===== config.mk =====
export PLATFORM = sky130hd
export DESIGN_NAME = fetch_unit_flat
export DESIGN_NICKNAME = d
export VERILOG_FILES = /design/src/rtl/fetch_unit_if.sv /design/src/rtl/fetch_unit.sv /design/src/flat_wrapper.sv
export SDC_FILE = /design/constraint.sdc
export NUM_CORES = 1
export LEC_CHECK = 0
export CORE_MARGIN = 4
export CORE_UTILIZATION = 45
export CTS_BUF_LIST = sky130_fd_sc_hd__clkbuf_16
export CTS_CLUSTER_DIAMETER = 50
export DETAILED_ROUTE_END_ITERATION = 8
export PLACE_DENSITY_LB_ADDON = 0.25
export SLEW_MARGIN = 0
export SYNTH_ARGS = -nofsm -noshare
export SYNTH_HDL_FRONTEND = slang
export SYNTH_SLANG_ARGS = --single-unit

===== constraint.sdc =====
create_clock -name clk -period 12.15 [get_ports clk]
set_input_delay 2.43 -clock clk [delete_from_list [all_inputs] [get_ports clk]]
set_output_delay 2.43 -clock clk [all_outputs]
set_load 0.005 [all_outputs]

===== src/rtl/fetch_unit_if.sv =====
// Fetch-side bus bundle: instruction-memory request/response plus the decode handoff.
// Master is the fetch unit; slave is the memory/decode environment facing it.
interface fetch_unit_if;
   logic [31:0] imem_pc;
   logic [31:0] imem_instr;
   logic        imem_valid;
   logic        redirect;
   logic [31:0] redirect_pc;
   logic        out_valid;
   logic        out_ready;
   logic [31:0] out_pc;
   logic [31:0] out_instr;
   logic [31:0] stall_count;

   modport master (
      output imem_pc,
      input  imem_instr, imem_valid,
      input  redirect, redirect_pc,
      output out_valid, out_pc, out_instr,
      input  out_ready,
      output stall_count
   );

   modport slave (
      input  imem_pc,
      output imem_instr, imem_valid,
      output redirect, redirect_pc,
      input  out_valid, out_pc, out_instr,
      output out_ready,
      input  stall_count
   );
endinterface


===== src/rtl/fetch_unit.sv =====
// Instruction fetch initiator: holds the fetch PC, buffers {pc, instr} pairs in a
// small FIFO for decode, and reloads/flushes on branch redirects.
module fetch_unit #(
   parameter logic [31:0] RESET_PC   = 32'h0000_0000,
   parameter int unsigned FIFO_DEPTH = 2
) (
   input logic          clk,
   input logic          rst,
   fetch_unit_if.master bus
);
   localparam int unsigned PTR_W = $clog2(FIFO_DEPTH);
   localparam int unsigned CNT_W = $clog2(FIFO_DEPTH + 1);
   localparam logic [CNT_W-1:0] DEPTH = CNT_W'(FIFO_DEPTH);

   logic [31:0]      pc_q;
   logic [31:0]      stall_q;
   logic [31:0]      buf_pc    [FIFO_DEPTH];
   logic [31:0]      buf_instr [FIFO_DEPTH];
   logic [PTR_W-1:0] rd_ptr;
   logic [PTR_W-1:0] wr_ptr;
   logic [CNT_W-1:0] count;
   logic             full;
   logic             deq;
   logic             enq;

   // A slot freed by this cycle's dequeue may be refilled in the same cycle.
   always_comb begin
      full = (count == DEPTH);
      deq  = (count != '0) & bus.out_ready;
      enq  = bus.imem_valid & ~bus.redirect & (~full | deq);
   end

   always_ff @(posedge clk) begin
      if (rst) begin
         pc_q    <= RESET_PC;
         rd_ptr  <= '0;
         wr_ptr  <= '0;
         count   <= '0;
         stall_q <= '0;
      end else begin
         if (bus.redirect) begin
            pc_q   <= bus.redirect_pc;
            rd_ptr <= '0;
            wr_ptr <= '0;
            count  <= '0;
         end else begin
            if (enq) begin
               pc_q   <= pc_q + 32'd4;
               wr_ptr <= wr_ptr + 1'b1;
            end
            if (deq)
               rd_ptr <= rd_ptr + 1'b1;
            if (enq & ~deq)
               count <= count + 1'b1;
            else if (deq & ~enq)
               count <= count - 1'b1;
         end
         if (~bus.redirect & ~enq & (stall_q != '1))
            stall_q <= stall_q + 32'd1;
      end
   end

   always_ff @(posedge clk) begin
      if (enq) begin
         buf_pc[wr_ptr]    <= pc_q;
         buf_instr[wr_ptr] <= bus.imem_instr;
      end
   end

   assign bus.imem_pc     = pc_q;
   assign bus.out_valid   = (count != '0);
   assign bus.out_pc      = buf_pc[rd_ptr];
   assign bus.out_instr   = buf_instr[rd_ptr];
   assign bus.stall_count = stall_q;
endmodule


===== src/flat_wrapper.sv =====
// flat-port wrapper written by rule: the top's interface ports become plain ports
module fetch_unit_flat 
#(
   parameter logic [31:0] RESET_PC   = 32'h0000_0000,
   parameter int unsigned FIFO_DEPTH = 2
)
  (clk, rst, bus_imem_pc, bus_imem_instr, bus_imem_valid, bus_redirect, bus_redirect_pc, bus_out_valid, bus_out_pc, bus_out_instr, bus_out_ready, bus_stall_count);
  fetch_unit_if bus_i ();
  input logic clk;
  input logic rst;
  output wire logic [$bits(bus_i.imem_pc)-1:0] bus_imem_pc;
  input wire logic [$bits(bus_i.imem_instr)-1:0] bus_imem_instr;
  input wire logic [$bits(bus_i.imem_valid)-1:0] bus_imem_valid;
  input wire logic [$bits(bus_i.redirect)-1:0] bus_redirect;
  input wire logic [$bits(bus_i.redirect_pc)-1:0] bus_redirect_pc;
  output wire logic [$bits(bus_i.out_valid)-1:0] bus_out_valid;
  output wire logic [$bits(bus_i.out_pc)-1:0] bus_out_pc;
  output wire logic [$bits(bus_i.out_instr)-1:0] bus_out_instr;
  input wire logic [$bits(bus_i.out_ready)-1:0] bus_out_ready;
  output wire logic [$bits(bus_i.stall_count)-1:0] bus_stall_count;
  assign bus_imem_pc = bus_i.imem_pc;
  assign bus_i.imem_instr = bus_imem_instr;
  assign bus_i.imem_valid = bus_imem_valid;
  assign bus_i.redirect = bus_redirect;
  assign bus_i.redirect_pc = bus_redirect_pc;
  assign bus_out_valid = bus_i.out_valid;
  assign bus_out_pc = bus_i.out_pc;
  assign bus_out_instr = bus_i.out_instr;
  assign bus_i.out_ready = bus_out_ready;
  assign bus_stall_count = bus_i.stall_count;
  fetch_unit #(.RESET_PC(RESET_PC), .FIFO_DEPTH(FIFO_DEPTH)) u_core (.clk(clk), .rst(rst), .bus(bus_i));
endmodule

# Word level (Yosys, flattened, before mapping)
# Memory sizes are Yosys's and may differ from the RTL's. A register that Yosys moved wholly into a read port is not among the register bits.
# Cells that the tools add are included.
[word_totals]
output_inout_bits = 129
wordCells = 41
input_bits = 69
mem_count = 2
ramBits = 128
reg_bits = 68
[classes]
n_bitwise = 12
reduce_logical = 4
eq_ne = 2
muxes = 10
addsub = 6
[memory_table]
columns = ["memory", "words", "word_bits", "rd", "rd_clocked_by_memory_dff", "wr", "line", "text"]
rows = [
  ["u_core.buf_instr", 2, 32, 1, 1, 1, "fetch_unit.sv:18", "logic [31:0] buf_instr [FIFO_DEPTH];"],
  ["u_core.buf_pc", 2, 32, 1, 1, 1, "fetch_unit.sv:17", "logic [31:0] buf_pc [FIFO_DEPTH];"],
]
[op_table]
columns = ["op", "count"]
rows = [
  ["$mux 32", 2],
  ["$add 32x1->32 const B", 1],
  ["$add 32x3->32 const B", 1],
  ["$ne 32x32->1 const B", 1],
  ["$and 1x1->1", 7],
  ["$mux 1", 6],
  ["$reduce_bool 2->1", 3],
  ["$mux 2", 2],
  ["$not 1->1", 4],
  ["$add 1x1->1 const B", 2],
  ["$add 2x1->2 const B", 1],
  ["$eq 2x2->1 const B", 1],
  ["$reduce_or 2->1", 1],
  ["$sub 2x1->2 const B", 1],
  ["$or 1x1->1", 1],
]

# Depth between registers and ports, before layout
[logic_depth]
word_depth = 8
ltp_mapped = 9
mapped_depth_nobuf = 8

# Worst setup path before layout
# No wires, ideal clock.
[synth_timing]
path_type = "input port to flip-flop"
from = "in bus_redirect"
to = "mem u_core.buf_instr[0][0], enable pin"
path_buffers = 2
t_arrival_ns = 7.286
setup_time_ns = 0.564
path_stages = 3
slack_ns = 4.299
required_time_ns = 11.586
cell_sequence = "clkbuf_1 > clkbuf_1 > nor3_1"
[synth_via]
elab_chain_cells = 5
[synth_rtl]
columns = ["item", "line", "text"]
rows = [
  ["start, declared", "flat_wrapper.sv:14", "input wire logic [$bits(bus_i.redirect)-1:0] bus_redirect;"],
  ["$not 1->1", "fetch_unit.sv:30", "enq = bus.imem_valid & ~bus.redirect & (~full | deq);"],
  ["$and 1x1->1 (2 in a row)", "fetch_unit.sv:30", ""],
  ["$mux 1", "fetch_unit.sv:64", "if (enq) begin"],
  ["$mux 1 (not written as such)", "fetch_unit.sv:66", "buf_instr[wr_ptr] <= bus.imem_instr;"],
  ["end, declared", "fetch_unit.sv:18", ""],
]
# No other way between the ends.

==> metrics.md <==
| Metric | Value |
|---|---|
| Port Buffers | `between 150 and 200` |
| Core ar. | `between 15000 and 20000 um^2` |
| Post-Route WL | `about 20000 um` |
| Combinational power share | `between 8 and 9%` |
| Syn. warnings | `0` |
| Ant. Diodes | `0` |
| Largest net degree at the start of global routing | `77` |
| Clock sinks | `~200` |
| Synth Instances | `634` |
| ANT nets after route | `0` |
| Reg-to-reg endpoint | `u_core.buf_pc[0][31]$_DFFE_PP_` |
| Dominant synthesized flop cell | `edfxtp_1` |
| Antenna violations before repair | `0` |
| CTS Hold Bufs | `0` |
| Area Overhead vs Synth | `34.0%` |
| Worst IR drop on VDD | `100 uV` |
| Final Net Count | `896` |
| First DRT Iteration DRCs | `between 400 and 500` |
| Depth of the CTS H-tree | `4` |
| Final setup fails | `0` |
| Global-route wire length before repair | `31400 um` |
| Post-synthesis sequential area ratio | `around 64%` |
| Hold path startpoint | `u_core.bus.imem_pc[0]$_SDFFE_PP0P_` |
| Vias per cell | `5.58` |
| Clk slew on worst S/H paths | `0.07 ns` |
| Slew Limit Fails | `0` |
| Switch share | `23.0%` |
| Post-CTS setup buffers | `0` |
| Hold Crit Depth | `0` |
| Worst-path fanout max | `34` |
| Crit start category | `flop` |
| GP Congestion | `about 0.87` |
| Total track usage | `19.5%` |
| Internal | `1.10 mW` |
| Commonest non-fill, non-tap cells in the layout | `clkdlybuf4s50_1, edfxtp_1, mux2_2, dfxtp_1, nor2_1` |
| CTS max path bufs | `2` |
| CTS tree | `done` |
| Yosys cell types | `46` |
| Least-Margin Pin Slew | `1.07 ns` |
| Switching pwr | `approximately 0.33 mW` |
| Yosys top cell by area | `edfxtp_1` |
| Crit path time final | `approximately 5.1 ns` |
| Vias | `5922` |
| WHS Endpoint | `u_core.buf_pc[1][0]$_DFFE_PP_` |
| Clk Latency, worst-skew pair | `~0.43 ns` |
| Clk_skew | `~0.012 ns` |
| Residual DRC count | `0` |
| Chip width | `143 um` |
| Syn_area_per_cell | `12.9 um^2` |
| Outcome | `finished, final reports clean` |
| Max_cap viols | `0` |
| R2R depth | `4` |
| Ys async rst share | `0%` |
| Num CTS Buffers | `17` |
| Setup ws final | `7.07 ns` |
| Max Freq | `0.197 GHz` |
| Clk network pwr share | `38.8%` |
| Post-CTS Resized | `0` |
| Setup WS pre-CTS | `6.66 ns` |
| Crit path required time | `between 9 and 10 ns` |
| Final hold violations | `0` |
| LEAKAGE | `3.57 nW` |
| Final Util | `62.4%` |
| Post-DR wirelength/cell | `~19 um` |
| Total power draw | `1.44 mW` |
| DIE AREA | `20300 um^2` |
| Pwr per Cell Area | `131 nW/um^2` |
| RR Startpoint | `u_core.count[0]$_SDFFE_PP0P_` |
| Fill cells | `1339` |
| Drt pass-1 iters | `5` |
| Post-synth EDFFs | `roughly 130` |
| Worst Hold Class | `flop to flop` |
| I/O Pins | `198` |
| Critical path capture point type | `primary output` |
| Root Buffer | `clkbuf_16` |
| Crit share post-route | `approximately two fifths` |
| Synth Net Count | `around 710` |
| Commonest non-fill, non-tap cell in the layout | `clkdlybuf4s50_1` |
| Post-DP HPWL | `about 14000 um` |
| WS Path Type | `flop to primary output` |
| Part of the power in registers | `52.7%` |
| Share of cells above drive strength 1 | `between 10% and 20%` |
| Worst path arrival time | `2.65 ns` |
| Setup TNS | `0 ns` |
| Top cells by area, synth | `edfxtp_1, dfxtp_1, mux2_2` |
| Die H | `between 100 and 150 um` |
| Grt total ovfl | `0` |
| Unrepaired setup endpoints after global routing | `no` |
| Proportion of netlist area held by the largest area contributor | `47.1%` |
| Post-synthesis register bit count | `197` |
| Initial core utilization | `46.5%` |
| Relative slew slack | `28.4%` |
| Mapped cell area | `8160 um^2` |
| Core Rows | `48` |
| Reg-to-reg slack, setup | `about 9 ns` |
| Vias in the first global route | `5918` |
[critical path: stages (launching register included)]
cell and delay [ns]:
dfxtp_2 0.82, buf_4 0.53, mux2_2 0.39, clkdlybuf4s50_1 0.48
[metrics by stage]
| step | hold WS (ns) | std cells | area (um^2) |
|---|---|---|---|
| 6_report | 0.496 | 1062 | 10900 |
| 5_1_grt | 0.515 | 1062 | 10900 |
| 4_1_cts | 0.499 | 1062 | 10900 |
| 3_5_place_dp | 0.472 | 1030 | 10300 |
| 3_3_place_gp | 0.481 | 1030 | 10300 |
| 2_1_floorplan | 0.470 | 634 | 8160 |
[cell type report]
| type | count | area, um^2 | area share [%] |
|---|---|---|---|
| multi-input combinational | 393 | 2770 | 25.4 |
| clock buffer | 17 | 425 | 3.89 |
| clock inverter | 15 | 166 | 1.52 |
| inverter | 11 | 41.3 | 0.378 |
| sequential | 197 | 5230 | 47.8 |
| tap | 225 | 282 | 2.57 |
| timing repair buffer | 204 | 2020 | 18.5 |
[synthesized netlist by cell type (2+ instances only)]
cell type and n:
nor3_1 7, o41ai_1 2, nand2_1 36, nand4_1 21
or2_2 2, a211oi_1 13, nor2_1 37, nand4bb_1 2
buf_2 2, or3_1 20, a311oi_1 9, mux2_2 68
nand3_1 20, a21oi_1 32, nor2b_1 5, ha_1 3
and3_1 5, and2_1 4, a31oi_1 2, or4_1 12
nor4_1 5, clkbuf_1 29, xnor2_1 7, edfxtp_1 128
inv_1 11, dfxtp_1 69, o21ai_0 22, mux2i_1 5
xor2_1 16, o31ai_1 13, and4_1 12
[layer usage]
layer / vias to the layer above / track usage, % / part of all wire (%)
met4: 0 / 3.90 / 0.91
met5: - / 0 / 0
met1: 2889 / 25.3 / 42
met2: 206 / 33.2 / 50
met3: 14 / 5.16 / 7.0
li1: 2813 / - / -
[flip-flops by register name, indices dropped and copies added (netlist names), named ones only]
signal	count
u_core.buf_instr	64
u_core.rd_ptr	1
u_core.bus.imem_pc	32
u_core.count	2
u_core.wr_ptr	1
u_core.bus.stall_count	32
u_core.buf_pc	64
[cells by family (layout without fill, tap and decap cells)]
group / Yosys count / count (layout) / share of synthesized area [%]
xor+xnor: 23 / 23 / 2.47
buf+inv: 44 / 247 / 2.15
simple gates: 196 / 196 / 13.3
flops: 197 / 197 / 64.0
fa+ha+maj: 3 / 3 / 0.460
compound gates: 98 / 98 / 7.54
mux: 73 / 73 / 10.0
[worst max-delay path by stage]
stage                     slack (ns)                                to  cells after the start
after floorplan                 4.30  u_core.buf_instr[0][0]$_DFFE_PP_                      3
after global placement          6.77  u_core.buf_instr[0][9]$_DFFE_PP_                      5
after detailed placement        6.66  u_core.buf_instr[0][2]$_DFFE_PP_                      5
after CTS                       6.97                    bus_out_pc[29]                      3
after global routing            6.88                    bus_out_pc[29]                      3
final                           7.07                    bus_out_pc[29]                      3
[power by group through the flow]
stage          clock (mW)  combinational, mW  sequential [mW]
3_3_place_gp            0              0.121            0.770
3_5_place_dp            0              0.123            0.773
5_1_grt             0.596              0.132            0.760
2_1_floorplan           0             0.0462            0.767
4_1_cts             0.568              0.124            0.757
6_report            0.556              0.122            0.757
Note: power is estimated with default switching activity, not from simulation.
